**config.mk**
```make
export PLATFORM = sky130hd
export DESIGN_NAME = mem_access_unit
export DESIGN_NICKNAME = d
export VERILOG_FILES = /design/src/rtl/mem_access_unit_pkg.sv /design/src/rtl/mem_lane_align.sv /design/src/rtl/mem_access_unit.sv
export SDC_FILE = /design/constraint.sdc
export NUM_CORES = 1
export LEC_CHECK = 0
export BUFFER_PORTS_ARGS = -buffer_cell sky130_fd_sc_hd__buf_2
export CORE_MARGIN = 2
export CORE_UTILIZATION = 47
export DETAILED_ROUTE_END_ITERATION = 10
export HOLD_SLACK_MARGIN = 0.1
export PLACE_DENSITY = 0.83
export SYNTH_ARGS = -nofsm -noshare
export SYNTH_HDL_FRONTEND = slang
export SYNTH_SLANG_ARGS = --single-unit
```
**constraint.sdc**
```tcl
create_clock -name clk -period 2 [get_ports clk]
set_input_delay 0.4 -clock clk [delete_from_list [all_inputs] [get_ports clk]]
set_output_delay 0.4 -clock clk [all_outputs]
set_load 0.02 [all_outputs]
```
**src/rtl/mem_access_unit_pkg.sv**
```systemverilog
// mem_access_unit_pkg: access-size encodings, FSM states and the alignment rule shared by the load/store unit.
package mem_access_unit_pkg;
  localparam logic [1:0] SIZE_B = 2'b00;
  localparam logic [1:0] SIZE_H = 2'b01;
  localparam logic [1:0] SIZE_W = 2'b10;
  typedef enum logic [2:0] {IDLE, LD_ISSUE, LD_DATA, RMW_ISSUE, RMW_MERGE, ST_WRITE, RESP} state_t;
  function automatic logic misaligned(input logic [1:0] size, input logic [1:0] a);
    return (size == SIZE_H) ? a[0] : (size != SIZE_B) ? (a != 2'b00) : 1'b0;
  endfunction
endpackage

```
**src/rtl/mem_lane_align.sv**
```systemverilog
// mem_lane_align: little-endian lane extract/extend for loads and lane merge for sub-word stores.
module mem_lane_align
  import mem_access_unit_pkg::*;
(
  input  logic [31:0] i_word,
  input  logic [31:0] i_wdata,
  input  logic [1:0]  i_addr,
  input  logic [1:0]  i_size,
  input  logic        i_unsigned,
  output logic [31:0] o_load,
  output logic [31:0] o_merged
);
  logic [4:0]  w_sh;
  logic [31:0] w_mask;
  logic [15:0] w_lane;
  always_comb begin
    w_sh = (i_size == SIZE_B) ? {i_addr, 3'b000} : (i_size == SIZE_H) ? {i_addr[1], 4'b0000} : 5'd0;
    w_mask = ((i_size == SIZE_B) ? 32'h0000_00FF : (i_size == SIZE_H) ? 32'h0000_FFFF : 32'hFFFF_FFFF) << w_sh;
    w_lane = 16'(i_word >> w_sh);
    o_load = (i_size == SIZE_B) ? {{24{~i_unsigned & w_lane[7]}}, w_lane[7:0]} :
             (i_size == SIZE_H) ? {{16{~i_unsigned & w_lane[15]}}, w_lane} : i_word;
    o_merged = (i_word & ~w_mask) | ((i_wdata << w_sh) & w_mask);
  end
endmodule

```
**src/rtl/mem_access_unit.sv**
```systemverilog
// mem_access_unit: MEM-stage load/store initiator converting byte/half/word accesses into word transactions.
// Define MEM_ACCESS_MISALIGN_CHECK_EN to answer misaligned half/word accesses with resp_err_o instead of aligning them.
module mem_access_unit
  import mem_access_unit_pkg::*;
#(
  parameter int AW = 32,
  parameter int DW = 32
) (
  input  logic          clk,
  input  logic          rst,
  input  logic          req_valid_i,
  output logic          req_ready_o,
  input  logic          req_we_i,
  input  logic [1:0]    req_size_i,
  input  logic          req_unsigned_i,
  input  logic [AW-1:0] req_addr_i,
  input  logic [DW-1:0] req_wdata_i,
  output logic          resp_valid_o,
  output logic [DW-1:0] resp_rdata_o,
  output logic          resp_err_o,
  output logic          memread_o,
  output logic          memwrite_o,
  output logic [AW-1:0] memaddr_o,
  output logic [DW-1:0] memwdata_o,
  input  logic [DW-1:0] memrdata_i
);
  state_t        r_state;
  logic [1:0]    r_size, r_a;
  logic          r_uns;
  logic [DW-1:0] r_wdata, w_load, w_merged;
  assign req_ready_o = (r_state == IDLE);
  mem_lane_align u_lane (
    .i_word(memrdata_i), .i_wdata(r_wdata), .i_addr(r_a), .i_size(r_size),
    .i_unsigned(r_uns), .o_load(w_load), .o_merged(w_merged)
  );
  always_ff @(posedge clk) begin
    if (rst) begin
      r_state <= IDLE;
      r_size <= SIZE_B;
      r_a <= 2'b00;
      r_uns <= 1'b0;
      r_wdata <= '0;
      memread_o <= 1'b0;
      memwrite_o <= 1'b0;
      memaddr_o <= '0;
      memwdata_o <= '0;
      resp_valid_o <= 1'b0;
      resp_err_o <= 1'b0;
      resp_rdata_o <= '0;
    end else begin
      memread_o <= 1'b0;
      memwrite_o <= 1'b0;
      resp_valid_o <= 1'b0;
      resp_err_o <= 1'b0;
      case (r_state)
        IDLE: if (req_valid_i) begin
          r_size <= req_size_i;
          r_a <= req_addr_i[1:0];
          r_uns <= req_unsigned_i;
          r_wdata <= req_wdata_i;
          memaddr_o <= {req_addr_i[AW-1:2], 2'b00};
`ifdef MEM_ACCESS_MISALIGN_CHECK_EN
          if (misaligned(req_size_i, req_addr_i[1:0])) begin
            r_state <= RESP;
            resp_valid_o <= 1'b1;
            resp_err_o <= 1'b1;
            resp_rdata_o <= '0;
          end else
`endif
          if (!req_we_i) begin
            r_state <= LD_ISSUE;
            memread_o <= 1'b1;
          end else if (req_size_i == SIZE_B || req_size_i == SIZE_H) begin
            r_state <= RMW_ISSUE;
            memread_o <= 1'b1;
          end else begin
            r_state <= ST_WRITE;
            memwrite_o <= 1'b1;
            memwdata_o <= req_wdata_i;
          end
        end
        LD_ISSUE: r_state <= LD_DATA;
        LD_DATA: begin
          r_state <= RESP;
          resp_valid_o <= 1'b1;
          resp_rdata_o <= w_load;
        end
        RMW_ISSUE: r_state <= RMW_MERGE;
        RMW_MERGE: begin
          r_state <= ST_WRITE;
          memwrite_o <= 1'b1;
          memwdata_o <= w_merged;
        end
        ST_WRITE: begin
          r_state <= RESP;
          resp_valid_o <= 1'b1;
          resp_rdata_o <= '0;
        end
        RESP: r_state <= IDLE;
        default: r_state <= IDLE;
      endcase
    end
  end
endmodule

```
======== After elaboration in Yosys (flattened, before gate mapping) ========
Cells that the tools add are included.
cells by class
  equal/unequal tests ..................... 10
  shift operators ......................... 3
  mux-type cells .......................... 22
  bitwise gates (word level) .............. 9
  reductions and logical operators ........ 10
operator list
  cell                count
  $mux 32             7
  $pmux 32 s2         2
  $and 32x32->32      2
  $shl 32x5->32       2
  $not 32->32         1
  $or 32x32->32       1
  $shr 32x5->16       1
  $pmux 3 s5          1
  $mux 5              2
  $mux 3              3
  $eq 3x2->1 const B  2
  $eq 3x3->1 const B  2
  $mux 1              6
  $eq 2x1->1 const B  2
  $logic_not 2->1     2
  $ne 2x2->1 const B  2
  $reduce_and 4->1    1
  $reduce_bool 2->1   2
  $eq 3x1->1 const B  1
  $logic_not 3->1     1
  $not 1->1           3
  $reduce_or 3->1     1
  $and 1x1->1         2
  $ne 2x1->1 const B  1
  4 further kinds     4
word-level totals
  register bits after elaboration ......... 137
  bits of input ports ..................... 103
  output and inout bits ................... 101
  word-level logic and storage cells ...... 65

======== Depth between registers and ports, before layout ========
  depth in word-level cells ............... 8
  depth in mapped cells ................... 8
  depth with buffers taken out ............ 4

======== Hierarchy ========
A second synthesis with hierarchy kept.
second synthesis, totals
  cells, all modules ...................... 893
  area, all modules ....................... 6855.3 um2
by module, submodules not included
  module           instances  cells an instance  area an instance (um2)  seq. area each (um2)
  mem_access_unit  1          687                5406.4                  2742.6
  mem_lane_align   1          206                1448.9                  0.0

======== Least setup slack after synthesis ========
OpenSTA, ideal clock, no wires.
  path kind ............................... flip-flop to flip-flop
  start ................................... reg r_state[0]
  end ..................................... reg r_a[0]
  setup time .............................. 0.070 ns
  data arrival time ....................... 2.178 ns
  data required time ...................... 1.930 ns
  setup slack ............................. -0.249 ns
  cell stages (with the launch flop) ...... 9
  buffers on the path ..................... 4
  period minus slack after synthesis ...... 2.249 ns
  cells stage by stage .................... dfxtp_1 clkbuf_1 nor3_1 and2_1 clkbuf_1 clkbuf_1 buf_1 nand2_1 a21oi_1
on the way
  cells in the longest elaborated chain, start to end .. 2
ends and longest elaborated chain
  item                        RTL line               text
  from (decl)                 mem_access_unit.sv:27  state_t r_state;
  from (signal assigned)      mem_access_unit.sv:38  r_state <= IDLE;
  from (signal assigned)      mem_access_unit.sv:71  r_state <= LD_ISSUE;
  from (signal assigned)      mem_access_unit.sv:74  r_state <= RMW_ISSUE;
  $logic_not 3->1             -
  net req_ready_o             mem_access_unit.sv:12  output logic req_ready_o,
  $reduce_and 2->1 (no line)  -
  to (signal assigned)        mem_access_unit.sv:58  r_a <= req_addr_i[1:0];
  to (decl)                   mem_access_unit.sv:28  logic [1:0] r_size, r_a;
The timed path passes the listed nets, and every way through them passes these cells.
A chain may end at the register's enable or synchronous reset.

======== Worst setup path after layout ========
  start ................................... reg r_state[2]
  end ..................................... reg resp_rdata_o[17]
on the way
  cells in the longest elaborated chain, start to end .. 2
  elaborated cells on any way between the ends .. 4
  classes of those cells .................. eq/ne (2); mux (1); reduce/logical (1)
ends and longest elaborated chain
  item                                              RTL line               text
  $eq 3x3->1 or $eq 3x2->1 (tied branches)          mem_access_unit.sv:55  case (r_state)
  $pmux 32 s2 or $reduce_bool 2->1 (tied branches)  -
  to (signal assigned)                              mem_access_unit.sv:86  resp_rdata_o <= w_load;
  to (decl)                                         mem_access_unit.sv:19  output logic [DW-1:0] resp_rdata_o,
Several ways; a longest one is shown, not always the timed one.

==> flow_summary.toml <==
[status]
run_status = "finished with violations"
violations = "negative setup slack"

[synth]
synthArstFlopShare = 0
muxShareOfSynthArea = 0.0473
yosysUniqueCellTypes = 56
synth_compound_area_frac = 0.240
synth_xor_area_frac = 0
synth_top_family_by_area = "simple AND/OR/NAND/NOR gates"
synth_warnings = 0
synth-edff-count = 0
synth-simple-area-share = 0.242
postSynth.topFlopCell = "dfxtp_1"
netlist_area_um2 = 6560
synth_top_area_cell = "dfxtp_1"
netlist_instances = 810
syn_avg_cell_area_um2 = 8.10
synthTopCellsByArea = "dfxtp_1, nand2_1, a21oi_1"
ys_seq_elements = 137
seq_area_frac_synth = 0.418
synthAdderAreaFrac = 0
synth_top_area_share = 0.418

[layout]
area_growth_pct = 31.1
drive_above_1_share = 0.324
antenna_cells = 0
fin_nets = 1110
fin_util = 0.625
num-fill-cells = 1194

[die]
fp.dieW_um = 122
pin_count = 204
rows = 43
dieArea_um2 = 14900
die_h_um = 122
start_util = 0.476
core_area_um2 = 13800

[detailed_routing]
wl_met2_mm = 9.86
top_layer = "met4"
drt_iter0_markers = 830
wl_met3_mm = 2.34
drt_pass1_iterations = 5
drtAntennaViolNets = 0
vias = 7070
vias_per_cell = 5.89
met1Wirelength_mm = 8.41
routedWlPerCell_um = 18.1
wirelength_mm = 21.7
drc = 0

[cts]
htree_num_levels = 4
clk_latency_ps = 420
clock_sinks = 137
cts_inserted_buffers = 17
path_clk_slew_ps = 60
ctsHoldBuffers = 0
cts-root-buf = "clkbuf_16"
cts_buffer_depth = 2
cts_tree = "built"

[worst_setup_path]
crit_type = "reg2reg"
cp-start-kind = "register"
endpoint_kind = "register"
critPathMaxFanout = 16
cp.arrival_ps = 2390
worst-endpoint-required_ps = 2360

[global_routing]
antenna_found_initial = 0
grt_max_degree = 76
gr-total-overflow = 0
grt_pass1_wl_mm = 33.9
grtUsageTotal = 0.292
grt_pass1_vias = 6672

[timing]
finalSetupViolations = 16
period_needed_ps = 2030
period_share = 1.01
clock_skew_ps = 8.15
setup_ws_ps = -29.4
worst_pin_slew_ps = 804
slew-limit-headroom = 0.464
maxSlewViolCount = 0
rsz0062_at_grt = "yes"
finalHoldViolations = 0
max_freq_mhz = 493

[power]
switchingPower_w = 0.00272
p_clk_frac = 0.388
p_leak_nw = 3.81
fin_total_pwr_w = 0.00864
powerDensity_nw_per_um2 = 1000
pwr-share-comb = 0.241
vdd_drop_max_uv = 662
internal-power_w = 0.00592
switching_share = 0.315
pwr-share-seq = 0.371

[place]
place.gp.congestion = 0.963
dp_hpwl_mm = 15.6
numPortBuffers = 200

[min_path]
hold_class = "in2reg"

[flow_run]
cap_violations = 0
[synth_stat cells (5+ instances only)]
master / n
nor3_1: 9
or3_1: 9
nor2_1: 46
clkbuf_1: 64
or4_1: 17
mux2_2: 16
and2_1: 9
o31ai_1: 8
a21oi_1: 72
buf_1: 5
a21o_1: 6
o22ai_1: 7
a2bb2oi_1: 6
dfxtp_1: 137
nand2b_1: 21
a32oi_1: 6
o21ai_0: 27
o21a_1: 8
a2111oi_0: 5
nand3b_1: 10
a311oi_1: 7
nand3_2: 10
mux2i_1: 13
nor3b_1: 10
nand2_1: 163
nand3_1: 13
a211oi_1: 22
a22oi_1: 32
o221a_2: 7
[final timing paths]
path                              start                       endpoint  slack, ps  depth (start not counted)
min reg2reg  memaddr_o[27]$_SDFFE_PP0N_     memaddr_o[27]$_SDFFE_PP0N_        450                          2
max reg2reg     r_state[2]$_SDFFE_PP0P_  resp_rdata_o[17]$_SDFFE_PP0P_        -30                          5
min                            req_we_i           memread_o$_SDFF_PP0_        210                          2
max             r_state[2]$_SDFFE_PP0P_  resp_rdata_o[17]$_SDFFE_PP0P_        -30                          5
[area by class of cell]
type | instances | area (um^2) | share of cell area
Multi-Input combinational cell | 593 | 3540 | 0.411
Tap cell | 180 | 225 | 0.0262
Sequential cell | 137 | 2750 | 0.319
Clock buffer | 18 | 429 | 0.0499
Inverter | 5 | 18.8 | 0.00218
Timing Repair Buffer | 253 | 1450 | 0.169
Clock inverter | 14 | 199 | 0.0231
[worst max-delay path: stages, from the launching register on]
cell	delay (ps)
dfxtp_1	310
or4b_4	550
or4_1	420
or4_4	450
buf_12	170
nand3_1	70
[what timing repair did]
| item | in CTS | in global routing |
|---|---|---|
| setup endpoints to repair | 16 | 34 |
| setup buffers | 0 | 1 |
| gates resized for setup | 6 | 5 |
[flip-flops by register name, summed over array words and instances, names as in the netlist]
signal / cells
resp_valid_o: 1
resp_rdata_o: 32
r_state: 3
r_wdata: 32
memwdata_o: 32
memread_o: 1
r_uns: 1
memwrite_o: 1
r_size: 2
r_a: 2
memaddr_o: 30
[power groups by stage]
stage	clock (W)	combinational (W)	sequential [W]
6_report	0.00335	0.00208	0.00321
5_1_grt	0.00350	0.00225	0.00324
4_1_cts	0.00338	0.00204	0.00320
3_5_place_dp	0	0.00202	0.00326
3_3_place_gp	0	0.00199	0.00325
2_1_floorplan	0	0.00103	0.00346
[cell families after synthesis]
group / count (synthesis)
AO/OA/AOI/OAI: 234
buffers and inverters: 82
flip-flops: 137
multiplexers: 29
other: 1
AND/OR/NAND/NOR: 327
[per-stage QoR]
step | cells | hold WS (ps) | cell area [um^2] | setup slack (ps) | setup TNS, ps
2_1_floorplan | 812 | 431 | 6580 | -228 | -3120
3_3_place_gp | 1167 | 438 | 7930 | -202 | -2870
3_5_place_dp | 1167 | 443 | 7930 | -228 | -3330
4_1_cts | 1199 | 199 | 8590 | -27.3 | -182
5_1_grt | 1200 | 207 | 8610 | -68.1 | -596
6_report | 1200 | 214 | 8610 | -29.4 | -194
[cells in the final DEF, fill, tap and decap left out, drive strengths merged, types with 18 or more instances in the layout]
master,Yosys,layout
buf,12,253
nand2,163,163
dfxtp,137,137
a21oi,72,72
nor2,46,46
a22oi,32,32
o21ai,28,28
nand3,23,23
a211oi,22,22
nand2b,21,21
clkbuf,65,18
[per-layer routing]
metal / global-route usage / vias to the layer above
li1: - / 3305
met1: 0.356 / 3219
met5: 0 / -
met3: 0.0740 / 93
met2: 0.464 / 453
met4: 0.173 / 0
No activity file was read; power rests on OpenSTA's default activity.
